`src/rtl/arb_req_collector_if.sv`:
```
// Bundle of request, grant and status signals between the collector and its
// environment (requesters + arbiter).
interface arb_req_collector_if #(
    parameter int unsigned N     = 4,
    parameter int unsigned CNT_W = 3
);
    logic [N-1:0]       req_pulse;
    logic [N-1:0]       gnt;
    logic               clr_err;
    logic [N-1:0]       req_out;
    logic [N-1:0]       ack;
    logic [N*CNT_W-1:0] pend_cnt;
    logic [N-1:0]       overflow;
    logic               gnt_err;

    modport master (
        output req_pulse, gnt, clr_err,
        input  req_out, ack, pend_cnt, overflow, gnt_err
    );

    modport slave (
        input  req_pulse, gnt, clr_err,
        output req_out, ack, pend_cnt, overflow, gnt_err
    );
endinterface

```
`src/rtl/arb_req_collector.sv`:
```
// Per-channel pending-request counters feeding a fixed-priority arbiter;
// retires one request per valid one-hot grant and flags overflow/bad grants.
module arb_req_collector #(
    parameter int unsigned N     = 4,
    parameter int unsigned CNT_W = 3
) (
    input  logic               clk,
    input  logic               rst,
    arb_req_collector_if.slave bus
);
    localparam logic [CNT_W-1:0] MAX = '1;

    logic [N-1:0][CNT_W-1:0] r_cnt;
    logic [N-1:0]            r_ack;
    logic [N-1:0]            r_overflow;
    logic                    r_gnt_err;

    logic [N-1:0][CNT_W-1:0] w_cnt_nxt;
    logic [N-1:0]            w_dec;
    logic [N-1:0]            w_inc;
    logic [N-1:0]            w_drop;
    logic [N-1:0]            w_req_out;
    logic                    w_gnt_multi;
    logic                    w_gnt_onehot;

    // x & (x-1) clears the lowest set bit; non-zero result means multi-hot.
    always_comb begin
        w_gnt_multi  = (bus.gnt & (bus.gnt - N'(1))) != '0;
        w_gnt_onehot = (bus.gnt != '0) && !w_gnt_multi;
    end

    always_comb begin
        w_dec     = '0;
        w_inc     = '0;
        w_drop    = '0;
        w_req_out = '0;
        w_cnt_nxt = r_cnt;
        for (int unsigned i = 0; i < N; i++) begin
            w_req_out[i] = (r_cnt[i] != '0);
            w_dec[i]     = w_gnt_onehot & bus.gnt[i] & w_req_out[i];
            w_inc[i]     = bus.req_pulse[i] & ((r_cnt[i] != MAX) | w_dec[i]);
            w_drop[i]    = bus.req_pulse[i] & ~w_inc[i];
            case ({w_inc[i], w_dec[i]})
                2'b10:   w_cnt_nxt[i] = r_cnt[i] + CNT_W'(1);
                2'b01:   w_cnt_nxt[i] = r_cnt[i] - CNT_W'(1);
                default: w_cnt_nxt[i] = r_cnt[i];
            endcase
        end
    end

    // A same-cycle error event wins over clr_err so no event is lost.
    always_ff @(posedge clk) begin
        if (rst) begin
            r_cnt      <= '0;
            r_ack      <= '0;
            r_overflow <= '0;
            r_gnt_err  <= 1'b0;
        end else begin
            r_cnt      <= w_cnt_nxt;
            r_ack      <= w_dec;
            r_overflow <= (r_overflow & ~{N{bus.clr_err}}) | w_drop;
            r_gnt_err  <= (r_gnt_err & ~bus.clr_err) | w_gnt_multi;
        end
    end

    always_comb begin
        bus.req_out  = w_req_out;
        bus.ack      = r_ack;
        bus.pend_cnt = r_cnt;
        bus.overflow = r_overflow;
        bus.gnt_err  = r_gnt_err;
    end
endmodule

```
`src/flat_wrapper.sv`:
```
// flat-port wrapper written by rule: the top's interface ports become plain ports
module arb_req_collector_flat 
#(
    parameter int unsigned N     = 4,
    parameter int unsigned CNT_W = 3
)
  (clk, rst, bus_req_pulse, bus_gnt, bus_clr_err, bus_req_out, bus_ack, bus_pend_cnt, bus_overflow, bus_gnt_err);
  arb_req_collector_if #(.N(N), .CNT_W(CNT_W)) bus_i ();
  input  logic clk;
  input  logic rst;
  input wire logic [$bits(bus_i.req_pulse)-1:0] bus_req_pulse;
  input wire logic [$bits(bus_i.gnt)-1:0] bus_gnt;
  input wire logic [$bits(bus_i.clr_err)-1:0] bus_clr_err;
  output wire logic [$bits(bus_i.req_out)-1:0] bus_req_out;
  output wire logic [$bits(bus_i.ack)-1:0] bus_ack;
  output wire logic [$bits(bus_i.pend_cnt)-1:0] bus_pend_cnt;
  output wire logic [$bits(bus_i.overflow)-1:0] bus_overflow;
  output wire logic [$bits(bus_i.gnt_err)-1:0] bus_gnt_err;
  assign bus_i.req_pulse = bus_req_pulse;
  assign bus_i.gnt = bus_gnt;
  assign bus_i.clr_err = bus_clr_err;
  assign bus_req_out = bus_i.req_out;
  assign bus_ack = bus_i.ack;
  assign bus_pend_cnt = bus_i.pend_cnt;
  assign bus_overflow = bus_i.overflow;
  assign bus_gnt_err = bus_i.gnt_err;
  arb_req_collector #(.N(N), .CNT_W(CNT_W)) u_core (.clk(clk), .rst(rst), .bus(bus_i));
endmodule
```
`config.mk`:
```
export PLATFORM = sky130hd
export DESIGN_NAME = arb_req_collector_flat
export DESIGN_NICKNAME = d
export VERILOG_FILES = /design/src/rtl/arb_req_collector_if.sv /design/src/rtl/arb_req_collector.sv /design/src/flat_wrapper.sv
export SDC_FILE = /design/constraint.sdc
export NUM_CORES = 1
export LEC_CHECK = 0
export ABC_AREA = 1
export CAP_MARGIN = 0
export CELL_PAD_IN_SITES_DETAIL_PLACEMENT = 1
export CELL_PAD_IN_SITES_GLOBAL_PLACEMENT = 1
export CORE_MARGIN = 10
export CORE_UTILIZATION = 24
export CTS_BUF_LIST = sky130_fd_sc_hd__clkbuf_16
export DETAILED_ROUTE_END_ITERATION = 6
export PLACE_DENSITY = 0.73
export REMOVE_ABC_BUFFERS = 1
export SYNTH_ARGS = -nofsm -noshare
export SYNTH_HDL_FRONTEND = slang
export SYNTH_SLANG_ARGS = --single-unit
```
`constraint.sdc`:
```
create_clock -name clk -period 2.8 [get_ports clk]
set_clock_uncertainty 0.05 [all_clocks]
set_input_delay 0.56 -clock clk [delete_from_list [all_inputs] [get_ports clk]]
set_output_delay 0.56 -clock clk [all_outputs]
set_load 0.1 [all_outputs]
```
==> results_dict.tcl <==
set metrics [dict create \
    crit_buf_inv 2 \
    pwr-share-comb 0.357 \
    clk_pin_slew_ps 60 \
    period_share 0.916 \
    critPathCaptureType "flip-flop" \
    crit_slowest_cell "clkdlybuf4s50_1" \
    layout-area-overhead-vs-synth_pct 42.7 \
    dr.pass1.iters 2 \
    pin_count 36 \
    clockBufferDepth 2 \
    r2r-start "u_core.bus.pend_cnt[3]" \
    antenna_found_initial 0 \
    fillers 554 \
    synth-main-ff-cell "dfxtp_1" \
    synth_warnings 0 \
    start_util 0.253 \
    yosysTopAreaCell "dfxtp_1" \
    grt_usage 0.0835 \
    synth_enable_flop_cells 0 \
    wire_per_inst_um 13.2 \
    p_sw_uw 394 \
    place.gp.congestion 0.773 \
    syn_avg_cell_area_um2 7.53 \
    top_usage_layer "met2" \
    synth-async-reset-ratio 0 \
    rsz0062_at_grt "false" \
    port_buffers 35 \
    yosysMostFrequentCell "inv_1" \
    grtUsageMet1 0.0915 \
    drtIter0Drc 14 \
    tightest_slew_ps 373 \
    grt_overflow_total 0 \
    grt_max_degree 13 \
    fin_crit_ps 2570 \
    sw_frac_of_total 0.403 \
    power.leakage_nw 0.725 \
    final-setup-viol-count 0 \
    synth_common_cells "inv_1 (31), dfxtp_1 (21), a21oi_1 (18)" \
    multi_input_area_um2 562 \
    ir_drop_v 0.000309 \
    yosys-top-cells-area "dfxtp_1 (37%), inv_1 (10%), a21oi_1 (8.0%)" \
    internal_power_uw 583 \
    rows 24 \
    power_uw 977 \
    max_cap_violations 0 \
    cp_cell_sequence "clkdlybuf4s50_1, nand4_1, a31oi_1, ha_1, inv_1, fa_1, a21oi_1, o21ai_0, o21ai_0, a21oi_1" \
    min_from "u_core.bus.overflow[0]" \
    grt_pass1_wl_um 5190 \
    synth_area_mm2 0.00112 \
    dpl.hpwl_um 2690 \
    vias 1087 \
    coreArea_mm2 0.00444 \
    min_to "u_core.bus.overflow[0]" \
    grt_pass1_vias 1136 \
    cts_hold_buffers 0 \
    reg2reg_depth 11 \
    max_stage_delay_ps 570 \
    ff2ff_setup_slack_ps 690 \
    clock-sinks 21 \
    htree_levels 1 \
    drc 0 \
    antenna_left 0 \
    hold_viol_final 0 \
    path_class "input pin to flip-flop" \
    insertion_delay_ps 250 \
    clkPwrFrac 0.307 \
    p_per_area_mw_per_mm2 610 \
    critPathTopFamily "compound AO/OA/AOI/OAI gates" \
    die_height_um 88.4 \
    final-max-slew-violation-count 0 \
    layout-drive-gt1-share 0.242 \
    post_cts_buffers 0 \
    viasPerCell 4.42 \
    drt-total-wl_um 3240 \
    ys_ff_latch 21 \
    chipWidth_um 88.4 \
    gr-usage-met3 0.0340 \
    nNetsFinal 213 \
    fmax_mhz 390 \
    status "finished, final reports clean" \
    seq_area_um2 420 \
    clockRootBuffer "clkbuf_16" \
    start_kind "input pin" \
    met2_usage 0.148 \
    ctsResizeCount 0 \
    crit_path_max_fanout 4 \
    synth.distinct_cells 21 \
    hold_class "flip-flop to flip-flop" \
    r2r_end "u_core.bus.pend_cnt[5]" \
    seqPwrFrac 0.336 \
    dp_slack_ps -61.0 \
    yosysSeqAreaShare 0.375 \
    synthCells 149 \
    antenna_cells 0 \
    slew-limit-headroom 0.751 \
    cts_tree "done" \
    timing.final.ws_setup_ps 234 \
    synth_top_cell_area_share 0.375 \
    arrival_ps 2660 \
    worst_ep_required_time_ps 2890 \
    cts_inserted_buffers 3 \
    die_area_mm2 0.00781 \
    holdPathStages 2 \
]
per-stage QoR:
stage                util  hold slack [ps]  cell area [µm²]  instances  TNS (ps)
finish              0.360              419             1600        246         0
global route        0.360              445             1600        246         0
CTS                 0.360              423             1600        246         0
detailed placement  0.343              412             1520        242     -77.6
global placement    0.343              409             1520        242         0
floorplan               -              579             1110        147     -24.1
worst register-to-register path: stages, from the launching register on:
cell	delay [ps]
dfxtp_1	370
inv_1	120
nor3_1	270
nand2_1	80
nand2_1	70
ha_1	130
inv_1	60
fa_1	380
a21oi_1	140
o21ai_0	120
o21ai_0	170
a21oi_1	50
layer usage:
| metal | part of all wire | vias to the layer above |
|---|---|---|
| met2 | 0.49 | 21 |
| met4 | 0.0046 | 0 |
| met1 | 0.43 | 493 |
| met3 | 0.068 | 2 |
| met5 | 0 | - |
| li1 | - | 571 |
power groups by stage:
stage	registers, mW	logic [mW]	clock network, mW
floorplan	0.450	0.144	0
global placement	0.335	0.347	0
detailed placement	0.335	0.352	0
CTS	0.329	0.353	0.317
global route	0.331	0.370	0.329
finish	0.329	0.349	0.300
flip-flops by register name, indices dropped and copies added (netlist names):
signal	count
u_core.bus.ack	4
u_core.bus.gnt_err	1
u_core.bus.overflow	4
u_core.bus.pend_cnt	12
layout make-up:
type	count	area share
flip-flops and latches	21	0.262
multi-input cells	92	0.351
inverters	34	0.0797
clock buffers	3	0.0469
repair buffers	43	0.217
well taps	52	0.0406
clock inverters	1	0.00234
placed cells by master, fill, tap and decap left out, drive strengths merged:
master         instances
o31ai                  1
dfxtp                 21
clkdlybuf4s50         10
fa                     4
nand2                 17
a31oi                  3
nor3                   3
buf                   33
nor2                  12
nand3                 13
inv                   35
ha                     3
a21oi                 18
o21ai                 15
clkbuf                 3
nand4                  3
kinds of logic after synthesis:
kind of cell,count (synthesis),synth area share
AOI/OAI and AO/OA,37,0.171
buffers and inverters,36,0.125
DFF,21,0.375
adders and majority gates,7,0.105
and+or+nand+nor,48,0.225
worst max-delay path by stage:
| stage | from | endpoint | slack, ps | cells past startpoint |
|---|---|---|---|---|
| after floorplan | u_core.bus.pend_cnt[9] | u_core.bus.pend_cnt[11] | -20 | 10 |
| after global placement | bus_gnt[1] | u_core.bus.pend_cnt[5] | 50 | 10 |
| after detailed placement | bus_gnt[0] | u_core.bus.pend_cnt[2] | -60 | 10 |
| after CTS | bus_gnt[0] | u_core.bus.pend_cnt[2] | 210 | 10 |
| after global routing | bus_gnt[1] | u_core.bus.pend_cnt[2] | 40 | 11 |
| final | bus_gnt[0] | u_core.bus.pend_cnt[2] | 230 | 10 |
(Power assumes the default switching activity.)
